**src/rtl/sisc_pkg.sv**
```systemverilog
// Shared definitions for the SISC control path: FSM states, opcode values,
// addressing-mode constant and default field widths.
package sisc_pkg;

   localparam int SISC_OP_W     = 4;
   localparam int SISC_MM_W     = 4;
   localparam int SISC_STAT_W   = 4;
   localparam int SISC_ALU_OP_W = 2;

   localparam int OP_NOOP = 0;
   localparam int OP_LOD  = 1;
   localparam int OP_STR  = 2;
   localparam int OP_SWP  = 3;
   localparam int OP_BRA  = 4;
   localparam int OP_BRR  = 5;
   localparam int OP_BNE  = 6;
   localparam int OP_BNR  = 7;
   localparam int OP_ALU  = 8;
   localparam int OP_HLT  = 15;

   localparam int AM_IMM = 8;

   // Non-ALU instructions park the ALU field here: bit 1 set means "not an ALU op".
   localparam logic [1:0] ALU_OP_DEFAULT = 2'b10;

   // START0 is encoded as zero so a zero-initialised power-up lands there.
   typedef enum logic [3:0] {
      ST_START0    = 4'd0,
      ST_START1    = 4'd1,
      ST_FETCH     = 4'd2,
      ST_DECODE    = 4'd3,
      ST_EXECUTE   = 4'd4,
      ST_MEM       = 4'd5,
      ST_WRITEBACK = 4'd6,
      ST_WB2       = 4'd7,
      ST_HALT      = 4'd8
   } state_e;

endpackage

```
**src/rtl/sisc_ctrl_fsm_if.sv**
```systemverilog
// Control bundle between the SISC controller (master) and the datapath (slave):
// decoded IR fields and memory ready in, register/ALU/PC/memory controls out.
interface sisc_ctrl_fsm_if
   import sisc_pkg::*;
#(
   parameter int OP_W     = SISC_OP_W,
   parameter int MM_W     = SISC_MM_W,
   parameter int STAT_W   = SISC_STAT_W,
   parameter int ALU_OP_W = SISC_ALU_OP_W
) ();

   logic [OP_W-1:0]     opcode;
   logic [MM_W-1:0]     mm;
   logic [STAT_W-1:0]   stat;
   logic                mem_rdy;

   logic                rf_we;
   logic [ALU_OP_W-1:0] alu_op;
   logic                wb_sel;
   logic                ir_load;
   logic                pc_write;
   logic                pc_sel;
   logic                br_sel;
   logic                dm_we;
   logic                swp_sel;
   logic                halted;
   logic                fault;

   modport master (
      input  opcode, mm, stat, mem_rdy,
      output rf_we, alu_op, wb_sel, ir_load, pc_write, pc_sel, br_sel,
             dm_we, swp_sel, halted, fault
   );

   modport slave (
      output opcode, mm, stat, mem_rdy,
      input  rf_we, alu_op, wb_sel, ir_load, pc_write, pc_sel, br_sel,
             dm_we, swp_sel, halted, fault
   );

endinterface

```
**src/rtl/sisc_br_cond.sv**
```systemverilog
// Branch condition: BRA/BRR branch when any masked status flag is set,
// BNE/BNR branch when none is; every other opcode never branches.
module sisc_br_cond
   import sisc_pkg::*;
#(
   parameter int OP_W   = SISC_OP_W,
   parameter int MM_W   = SISC_MM_W,
   parameter int STAT_W = SISC_STAT_W
) (
   input  logic [OP_W-1:0]   opcode,
   input  logic [MM_W-1:0]   mm,
   input  logic [STAT_W-1:0] stat,
   output logic              taken
);

   logic hit;
   logic br_on_set;
   logic br_on_clear;

   // mm is never wider than stat, so zero-extending it keeps the mask exact.
   assign hit         = |(stat & STAT_W'(mm));
   assign br_on_set   = (opcode == OP_W'(OP_BRA)) || (opcode == OP_W'(OP_BRR));
   assign br_on_clear = (opcode == OP_W'(OP_BNE)) || (opcode == OP_W'(OP_BNR));
   assign taken       = (br_on_set && hit) || (br_on_clear && !hit);

endmodule

```
**src/rtl/sisc_ctrl_fsm.sv**
```systemverilog
// Multi-cycle SISC controller: fetch/decode/execute/mem/writeback sequencing,
// memory-ready wait with timeout fault, and a sticky halt left only by reset.
module sisc_ctrl_fsm
   import sisc_pkg::*;
#(
   parameter int OP_W        = SISC_OP_W,
   parameter int MM_W        = SISC_MM_W,
   parameter int STAT_W      = SISC_STAT_W,
   parameter int ALU_OP_W    = SISC_ALU_OP_W,
   parameter int TO_W        = 4,
   parameter int MEM_TIMEOUT = 15
) (
   input  logic            clk,
   input  logic            rst_f,
   sisc_ctrl_fsm_if.master bus
);

   state_e              state_q, state_d;
   logic [TO_W-1:0]     to_cnt_q, to_cnt_d;
   logic                halted_q, halted_d;
   logic                fault_q, fault_d;

   logic [OP_W-1:0]     opcode;
   logic [MM_W-1:0]     mm;
   logic                br_taken;
   logic                is_alu, is_imm, is_lod, is_str, is_swp, is_mem, is_rel, is_hlt;
   logic [ALU_OP_W-1:0] alu_op_instr;

   logic                rf_we, wb_sel, ir_load, pc_write, pc_sel, br_sel, dm_we, swp_sel;
   logic [ALU_OP_W-1:0] alu_op;

   assign opcode = bus.opcode;
   assign mm     = bus.mm;

   assign is_alu = (opcode == OP_W'(OP_ALU));
   assign is_imm = (mm == MM_W'(AM_IMM));
   assign is_lod = (opcode == OP_W'(OP_LOD));
   assign is_str = (opcode == OP_W'(OP_STR));
   assign is_swp = (opcode == OP_W'(OP_SWP));
   assign is_mem = is_lod || is_str || is_swp;
   assign is_rel = (opcode == OP_W'(OP_BRR)) || (opcode == OP_W'(OP_BNR));
   assign is_hlt = (opcode == OP_W'(OP_HLT));

   assign alu_op_instr = is_alu ? ALU_OP_W'({1'b0, is_imm}) : ALU_OP_W'(ALU_OP_DEFAULT);

   sisc_br_cond #(
      .OP_W   (OP_W),
      .MM_W   (MM_W),
      .STAT_W (STAT_W)
   ) u_br_cond (
      .opcode (bus.opcode),
      .mm     (bus.mm),
      .stat   (bus.stat),
      .taken  (br_taken)
   );

   always_ff @(posedge clk or negedge rst_f) begin
      if (!rst_f) begin
         state_q  <= ST_START1;
         to_cnt_q <= '0;
         halted_q <= 1'b0;
         fault_q  <= 1'b0;
      end else begin
         state_q  <= state_d;
         to_cnt_q <= to_cnt_d;
         halted_q <= halted_d;
         fault_q  <= fault_d;
      end
   end

   always_comb begin
      state_d  = state_q;
      to_cnt_d = to_cnt_q;
      halted_d = halted_q;
      fault_d  = fault_q;
      rf_we    = 1'b0;
      alu_op   = ALU_OP_W'(ALU_OP_DEFAULT);
      wb_sel   = 1'b0;
      ir_load  = 1'b0;
      pc_write = 1'b0;
      pc_sel   = 1'b0;
      br_sel   = 1'b0;
      dm_we    = 1'b0;
      swp_sel  = 1'b0;

      case (state_q)
         ST_START0: state_d = ST_START1;
         ST_START1: state_d = ST_FETCH;
         ST_FETCH: begin
            ir_load  = 1'b1;
            pc_write = 1'b1;
            state_d  = ST_DECODE;
         end
         ST_DECODE: begin
            if (is_hlt) begin
               state_d  = ST_HALT;
               halted_d = 1'b1;
            end else begin
               pc_write = br_taken;
               pc_sel   = br_taken;
               br_sel   = br_taken && is_rel;
               state_d  = ST_EXECUTE;
            end
         end
         ST_EXECUTE: begin
            alu_op  = alu_op_instr;
            state_d = ST_MEM;
         end
         ST_MEM: begin
            // Ready is tested before the timeout so a late ready still completes.
            alu_op = alu_op_instr;
            if (!is_mem) begin
               state_d = ST_WRITEBACK;
            end else if (bus.mem_rdy) begin
               dm_we    = is_str || is_swp;
               to_cnt_d = '0;
               state_d  = ST_WRITEBACK;
            end else if (to_cnt_q == TO_W'(MEM_TIMEOUT)) begin
               to_cnt_d = '0;
               halted_d = 1'b1;
               fault_d  = 1'b1;
               state_d  = ST_HALT;
            end else begin
               to_cnt_d = to_cnt_q + 1'b1;
            end
         end
         ST_WRITEBACK: begin
            state_d = ST_FETCH;
            if (is_alu) begin
               rf_we = 1'b1;
            end else if (is_lod) begin
               rf_we  = 1'b1;
               wb_sel = 1'b1;
            end else if (is_swp) begin
               rf_we   = 1'b1;
               wb_sel  = 1'b1;
               state_d = ST_WB2;
            end
         end
         ST_WB2: begin
            rf_we   = 1'b1;
            swp_sel = 1'b1;
            state_d = ST_FETCH;
         end
         ST_HALT: state_d = ST_HALT;
         default: state_d = ST_START1;
      endcase
   end

   assign bus.rf_we    = rf_we;
   assign bus.alu_op   = alu_op;
   assign bus.wb_sel   = wb_sel;
   assign bus.ir_load  = ir_load;
   assign bus.pc_write = pc_write;
   assign bus.pc_sel   = pc_sel;
   assign bus.br_sel   = br_sel;
   assign bus.dm_we    = dm_we;
   assign bus.swp_sel  = swp_sel;
   assign bus.halted   = halted_q;
   assign bus.fault    = fault_q;

endmodule

```
**src/flat_wrapper.sv**
```systemverilog
// flat-port wrapper written by rule: the top's interface ports become plain ports
module sisc_ctrl_fsm_flat import sisc_pkg::*;
#(
   parameter int OP_W        = SISC_OP_W,
   parameter int MM_W        = SISC_MM_W,
   parameter int STAT_W      = SISC_STAT_W,
   parameter int ALU_OP_W    = SISC_ALU_OP_W,
   parameter int TO_W        = 4,
   parameter int MEM_TIMEOUT = 15
)
  (clk, rst_f, bus_opcode, bus_mm, bus_stat, bus_mem_rdy, bus_rf_we, bus_alu_op, bus_wb_sel, bus_ir_load, bus_pc_write, bus_pc_sel, bus_br_sel, bus_dm_we, bus_swp_sel, bus_halted, bus_fault);
  sisc_ctrl_fsm_if #(.OP_W(OP_W), .MM_W(MM_W), .STAT_W(STAT_W), .ALU_OP_W(ALU_OP_W)) bus_i ();
  input  logic clk;
  input  logic rst_f;
  input wire logic [$bits(bus_i.opcode)-1:0] bus_opcode;
  input wire logic [$bits(bus_i.mm)-1:0] bus_mm;
  input wire logic [$bits(bus_i.stat)-1:0] bus_stat;
  input wire logic [$bits(bus_i.mem_rdy)-1:0] bus_mem_rdy;
  output wire logic [$bits(bus_i.rf_we)-1:0] bus_rf_we;
  output wire logic [$bits(bus_i.alu_op)-1:0] bus_alu_op;
  output wire logic [$bits(bus_i.wb_sel)-1:0] bus_wb_sel;
  output wire logic [$bits(bus_i.ir_load)-1:0] bus_ir_load;
  output wire logic [$bits(bus_i.pc_write)-1:0] bus_pc_write;
  output wire logic [$bits(bus_i.pc_sel)-1:0] bus_pc_sel;
  output wire logic [$bits(bus_i.br_sel)-1:0] bus_br_sel;
  output wire logic [$bits(bus_i.dm_we)-1:0] bus_dm_we;
  output wire logic [$bits(bus_i.swp_sel)-1:0] bus_swp_sel;
  output wire logic [$bits(bus_i.halted)-1:0] bus_halted;
  output wire logic [$bits(bus_i.fault)-1:0] bus_fault;
  assign bus_i.opcode = bus_opcode;
  assign bus_i.mm = bus_mm;
  assign bus_i.stat = bus_stat;
  assign bus_i.mem_rdy = bus_mem_rdy;
  assign bus_rf_we = bus_i.rf_we;
  assign bus_alu_op = bus_i.alu_op;
  assign bus_wb_sel = bus_i.wb_sel;
  assign bus_ir_load = bus_i.ir_load;
  assign bus_pc_write = bus_i.pc_write;
  assign bus_pc_sel = bus_i.pc_sel;
  assign bus_br_sel = bus_i.br_sel;
  assign bus_dm_we = bus_i.dm_we;
  assign bus_swp_sel = bus_i.swp_sel;
  assign bus_halted = bus_i.halted;
  assign bus_fault = bus_i.fault;
  sisc_ctrl_fsm #(.OP_W(OP_W), .MM_W(MM_W), .STAT_W(STAT_W), .ALU_OP_W(ALU_OP_W), .TO_W(TO_W), .MEM_TIMEOUT(MEM_TIMEOUT)) u_core (.clk(clk), .rst_f(rst_f), .bus(bus_i));
endmodule
```
**config.mk**
```make
export PLATFORM = sky130hd
export DESIGN_NAME = sisc_ctrl_fsm_flat
export DESIGN_NICKNAME = d
export VERILOG_FILES = /design/src/rtl/sisc_pkg.sv /design/src/rtl/sisc_ctrl_fsm_if.sv /design/src/rtl/sisc_br_cond.sv /design/src/rtl/sisc_ctrl_fsm.sv /design/src/flat_wrapper.sv
export SDC_FILE = /design/constraint.sdc
export NUM_CORES = 1
export LEC_CHECK = 0
export BUFFER_PORTS_ARGS = -buffer_cell sky130_fd_sc_hd__buf_2
export CORE_UTILIZATION = 40
export DETAILED_ROUTE_END_ITERATION = 12
export PLACE_DENSITY_LB_ADDON = 0.1
export SYNTH_ARGS = -nofsm -noshare
export SYNTH_HDL_FRONTEND = slang
export SYNTH_HIERARCHICAL = 1
export SYNTH_SLANG_ARGS = --single-unit
```
**constraint.sdc**
```tcl
create_clock -name clk -period 2.3 [get_ports clk]
set_input_delay 0.115 -clock clk [delete_from_list [all_inputs] [get_ports clk]]
set_output_delay 0.115 -clock clk [all_outputs]
set_load 0.005 [all_outputs]
```
==> results.json, run 1 <==
{
  "met2_length_um": 832,
  "routed_wirelength_um": 1730,
  "ys_seq_elements": 10,
  "drive_above_1_share": 0.3273,
  "internal_power_mw": 0.4872,
  "detail-route-antenna-nets": 0,
  "grt_pass1_wl_um": 2746,
  "whs_path_depth": 2,
  "period_share": 0.7994,
  "cts_made_buffers": 3,
  "root_buffer": "clkbuf_4",
  "antenna_found_initial": 0,
  "cp.arrival_ns": 2.05,
  "dp_slack_ns": 0.4782,
  "cts_tree": "done",
  "nNetsFinal": 127,
  "grt-ovfl-total": 0,
  "synthesis.area_um2": 749.5,
  "cp-start-kind": "register",
  "vias_per_cell": 5.526,
  "route.met3.wl_um": 97,
  "synth_area_per_cell_um2": 9.030,
  "p_leak_nw": 0.4367,
  "final_hold_viol_count": 0,
  "drc_errors": 0,
  "gp_congestion": 0.7911,
  "mostFrequentLayoutCells": "buf_2, nor2_1, dfrtp_1",
  "max_freq_mhz": 543.9,
  "io_pins": 27,
  "htree_levels": 1,
  "cp_cell_sequence": "nand4bb_4 > or4_1 > nor4b_2 > a211o_1",
  "ys_top_cells_by_area": "dfrtp_1, nor2_1, nand4bb_4, dfstp_2, nand2b_1",
  "wl_per_cell_um": 12.81,
  "p_per_area_nw_per_um2": 823.5,
  "io_buffers": 26,
  "diodes": 0,
  "cp-end-kind": "register",
  "cts_resized": 0,
  "cp_slowest_cell": "dfstp_2",
  "min_path_type": "in -> reg",
  "grt_pass1_vias": 656,
  "power.share.clock": 0.204,
  "finalClockSkew_ns": 0.001003,
  "maxSlewViolCount": 0,
  "fin_ws_ns": 0.4615,
  "yosysSeqAreaShare": 0.3356,
  "synth_top_area_frac": 0.3005,
  "drtIter0Drc": 8,
  "tns_ns": 0,
  "required_ns": 2.51,
  "irDropWorstVdd_mv": 0.5031,
  "topRoutingLayerUsed": "met3",
  "reg2regPathDepth": 4,
  "status": "finished, final reports clean",
  "clock_latency_ns": 0.26,
  "met1_length_um": 800,
  "comb_power_share": 0.375,
  "die_w_um": 45.29,
  "die_h_um": 45.29,
  "crit_path_max_incr_delay_ns": 0.67,
  "yosys_warnings": 6,
  "timing.slew.headroom": 0.6823,
  "synth.distinct_cells": 44,
  "finalSetupViolations": 0,
  "area_growth_syn_to_layout_pct": 25.04,
  "power.net_switching_mw": 0.2846,
  "seq_power_share": 0.421,
  "final_common_cell": "buf_2",
  "synthCells": 83,
  "syn_nets": 99,
  "clock_path_buffers": 2,
  "rsz0062_at_grt": "false",
  "clkTransAtPathRegs_ns": 0.07,
  "place_hpwl_um": 1349,
  "dr.pass1.iters": 3,
  "fin_crit_ns": 1.839,
  "critPathKind": "reg -> reg",
  "cp_max_fo": 14,
  "clock-sinks": 10,
  "start_util": 0.4294,
  "core_um2": 1745,
  "drv_cap": 0,
  "grt_usage": 0.1890,
  "rows": 15,
  "synth_top_area_cell": "dfrtp_1",
  "grt_max_degree": 15,
  "worst_pin_slew_ns": 0.4699,
  "dr_total_vias": 746,
  "p_sw_frac": 0.3688,
  "die-area_um2": 2051
}
==> path summary, 6_finish.rpt <==
| check | start | endpoint | slack (ns) |
|---|---|---|---|
| worst max-delay path | u_core/state_q[0]$_DFFE_PN1P_ | u_core/to_cnt_q[2]$_DFFE_PN0P_ | 0.46 |
| worst min-delay path | bus_mem_rdy | u_core/to_cnt_q[3]$_DFFE_PN0P_ | 0.13 |
| worst max register to register | u_core/state_q[0]$_DFFE_PN1P_ | u_core/to_cnt_q[2]$_DFFE_PN0P_ | 0.46 |
| worst min register to register | u_core/bus.fault$_DFFE_PN0P_ | u_core/bus.fault$_DFFE_PN0P_ | 0.46 |
| max in group asynchronous | rst_f | u_core/state_q[0]$_DFFE_PN1P_ | 1.81 |
| min in group asynchronous | rst_f | u_core/to_cnt_q[1]$_DFFE_PN0P_ | 0.24 |
==> layout make-up <==
type,instances,area (um^2)
fill,161,808.3
multi-input combinational,67,470.5
sequential,10,251.5
timing repair buffer,27,140.1
clock buffer,4,36.28
tap,25,31.28
inverter,2,7.507
==> logic make-up (layout without fill, tap and decap cells) <==
| logic type | after synthesis | count (layout) | synth area share |
|---|---|---|---|
| buffers and inverters | 6 | 33 | 0.03673 |
| multiplexers | 2 | 2 | 0.02838 |
| AND/OR/NAND/NOR | 42 | 42 | 0.3623 |
| flip-flops | 10 | 10 | 0.3356 |
| adder cells (fa/ha/maj) | 1 | 1 | 0.01669 |
| AO/OA/AOI/OAI | 22 | 22 | 0.2204 |
==> power groups by stage <==
stage	sequential [mW]	combinational, mW	clock, mW
2_1_floorplan	0.279	0.242	0
3_3_place_gp	0.326	0.286	0
3_5_place_dp	0.329	0.291	0
4_1_cts	0.326	0.293	0.163
5_1_grt	0.338	0.324	0.174
6_report	0.325	0.289	0.158
==> synth_stat cells, drive strengths merged <==
| cell | count |
|---|---|
| a32oi | 1 |
| nor4 | 2 |
| a21boi | 1 |
| nand4 | 1 |
| nand2b | 4 |
| nand3 | 5 |
| inv | 2 |
| a31oi | 2 |
| dfrtp | 9 |
| nor3b | 1 |
| o221ai | 1 |
| nor2b | 1 |
| clkbuf | 2 |
| a21o | 1 |
| nand2 | 4 |
| and4bb | 1 |
| mux2i | 1 |
| dfstp | 1 |
| o311ai | 1 |
| or2b | 1 |
| o41ai | 1 |
| o21bai | 1 |
| o211a | 1 |
| a22o | 1 |
| a21oi | 4 |
| o31ai | 1 |
| a22oi | 2 |
| ha | 1 |
| nor2 | 9 |
| nand4bb | 1 |
| o21a | 1 |
| nand4b | 1 |
| and3 | 2 |
| nor3 | 2 |
| and2b | 2 |
| nand3b | 2 |
| a211o | 1 |
| or4 | 1 |
| nor4b | 2 |
| buf | 2 |
| mux2 | 1 |
| o21ai | 2 |
==> layer usage <==
metal	GRT usage	vias to the layer above
met4	0.03636	0
li1	-	374
met1	0.2269	353
met2	0.3217	19
met5	0	-
met3	0.07200	0
==> repair_timing <==
| item | CTS | global route |
|---|---|---|
| hold buffers | 1 | 0 |
| buffers inserted | 0 | 0 |
| endpoints found under the hold margin | 10 | 0 |
==> worst max-delay path, delay by kind of cell (launching register included) <==
family             cells  cell delay [ns]
and+or+nand+nor        3             0.99
AOI/OAI and AO/OA      1             0.13
DFF                    1             0.67
==> sequential cells by signal (all words and copies together) (netlist names) <==
register	flops
u_core/bus.halted	1
u_core/state_q	4
u_core/to_cnt_q	4
u_core/bus.fault	1
==> per-stage QoR <==
stage	area, um^2	power [mW]	utilization	std cells	hold WS, ns
global route	937.1	0.8360	0.5369	135	0.1393
floorplan	749.5	0.5213	-	83	-0.1806
finish	937.1	0.7717	0.5369	135	0.1341
CTS	937.1	0.7823	0.5369	135	0.1244
detailed placement	890.9	0.6198	0.5104	130	-0.009204
global placement	890.9	0.6123	0.5104	130	-0.01663
No activity file was read; power rests on OpenSTA's default activity.
==> inputs of run 2 (changes only) <==
Clock period 2.3 ns to 1.9 ns, I/O delays scaled along.
==> results.json, run 2 (same netlist as run 1, synthesis figures left out) <==
{
  "gp_congestion": 0.7543,
  "p_total_mw": 0.9765,
  "start_util": 0.4294,
  "instances_no_fill": 138,
  "drc_errors": 0,
  "period_share": 0.9066,
  "io_buffers": 26,
  "finalSetupViolations": 0,
  "die_h_um": 45.29,
  "dp_slack_ns": 0.1648,
  "die-area_um2": 2051,
  "drv_cap": 0,
  "grt-ovfl-total": 0,
  "power.share.clock": 0.195,
  "final_hold_viol_count": 0,
  "antenna_found_initial": 0,
  "seq_power_share": 0.341,
  "vias_per_cell": 5.362,
  "comb_power_share": 0.465,
  "power.net_switching_mw": 0.3497,
  "status": "finished, final reports clean",
  "drive_above_1_share": 0.3451,
  "routed_wirelength_um": 1730,
  "drtIter0Drc": 3,
  "clkTransAtPathRegs_ns": 0.07,
  "p_sw_frac": 0.3581,
  "dp.cells": 133,
  "cp_max_fo": 7,
  "htree_levels": 1,
  "grt_max_degree": 14,
  "clock-sinks": 10,
  "required_ns": 2.05,
  "largestRegisters": "u_core/state_q: 4 flops, u_core/to_cnt_q: 4 flops",
  "min_path_type": "in -> reg",
  "cp-start-kind": "register",
  "rsz0062_at_grt": "false",
  "cp-end-kind": "register",
  "clock_latency_ns": 0.26,
  "timing.slew.headroom": 0.6844,
  "p_leak_nw": 0.4513,
  "dr.pass1.iters": 3,
  "cp.arrival_ns": 1.88,
  "maxSlewViolCount": 0,
  "clock_path_buffers": 2,
  "io_pins": 27,
  "max_freq_mhz": 580.5,
  "diodes": 0,
  "final_common_cell": "buf_2",
  "finalClockSkew_ns": 0.001048,
  "grt_pass1_wl_um": 2753,
  "worst_pin_slew_ns": 0.4668,
  "grt_pass1_vias": 650,
  "core_um2": 1745,
  "internal_power_mw": 0.6268,
  "dr_total_vias": 740,
  "utilization": 0.5498,
  "rows": 15,
  "fin_ws_ns": 0.1774,
  "detail-route-antenna-nets": 0,
  "nNetsFinal": 130,
  "place_hpwl_um": 1361,
  "fin_crit_ns": 1.723,
  "grt_usage": 0.1867,
  "cts_tree": "done",
  "cts_made_buffers": 3,
  "critPathKind": "reg -> reg",
  "die_w_um": 45.29,
  "irDropWorstVdd_mv": 0.5419,
  "wl_per_cell_um": 12.54,
  "root_buffer": "clkbuf_4",
  "area_growth_syn_to_layout_pct": 28.05,
  "mostFrequentLayoutCells": "buf_2, nor2_1, dfrtp_1",
  "tns_ns": 0,
  "p_per_area_nw_per_um2": 1018
}
## run 2: cell types whose count changed in the layout (fill, tap and decap cells not counted), sizes merged
cell	delta
buf	+3
## run 2: path summary, 6_finish.rpt
path	cells past startpoint	slack (ns)	end	start
worst max-delay path	3	0.18	u_core/to_cnt_q[3]$_DFFE_PN0P_	u_core/state_q[3]$_DFFE_PN0P_
worst max register to register	3	0.18	u_core/to_cnt_q[3]$_DFFE_PN0P_	u_core/state_q[3]$_DFFE_PN0P_
max in group asynchronous	2	1.43	u_core/state_q[0]$_DFFE_PN1P_	rst_f
worst min register to register	1	0.47	u_core/bus.fault$_DFFE_PN0P_	u_core/bus.fault$_DFFE_PN0P_
min in group asynchronous	2	0.21	u_core/to_cnt_q[1]$_DFFE_PN0P_	rst_f
worst min-delay path	2	0.14	u_core/to_cnt_q[3]$_DFFE_PN0P_	bus_mem_rdy
## run 2: layout make-up
type                       count  area [um^2]
clock buffer                   4        36.28
inverter                       2        7.507
fill                         178        785.8
sequential                    10        251.5
tap                           25        31.28
timing repair buffer          30        162.7
multi-input combinational     67        470.5
## run 2: what timing repair did
action                    4_1_cts  5_1_grt
resized for setup               0        0
hold buffers                    1        0
buffers inserted                0        0
hold endpoints to repair       10        0
## run 2: routing by layer
| layer | vias up | part of all wire | track usage |
|---|---|---|---|
| li1 | 376 | - | - |
| met1 | 346 | 0.45 | 0.2346 |
| met2 | 18 | 0.50 | 0.3188 |
| met3 | 0 | 0.049 | 0.06400 |
| met4 | 0 | 0 | 0.01818 |
| met5 | - | 0 | 0 |
## run 2: critical path, stage by stage (launching register included)
cell,delay [ns]
dfrtp_1,0.43
nand4bb_4,0.27
or4_1,0.56
o41ai_2,0.36
## run 2: power by group through the flow
stage               Sequential (mW)  Combinational [mW]  Clock [mW]
finish                        0.333               0.454       0.190
global route                  0.342               0.505       0.211
CTS                           0.333               0.458       0.200
detailed placement            0.337               0.455           0
global placement              0.335               0.454           0
floorplan                     0.338               0.293           0
## run 2: through the flow
stage / area (um^2) / hold WS (ns)
2_1_floorplan: 749.5 / -0.2006
3_3_place_gp: 913.4 / -0.03659
3_5_place_dp: 913.4 / -0.03067
4_1_cts: 959.7 / 0.1340
5_1_grt: 959.7 / 0.1508
6_report: 959.7 / 0.1355
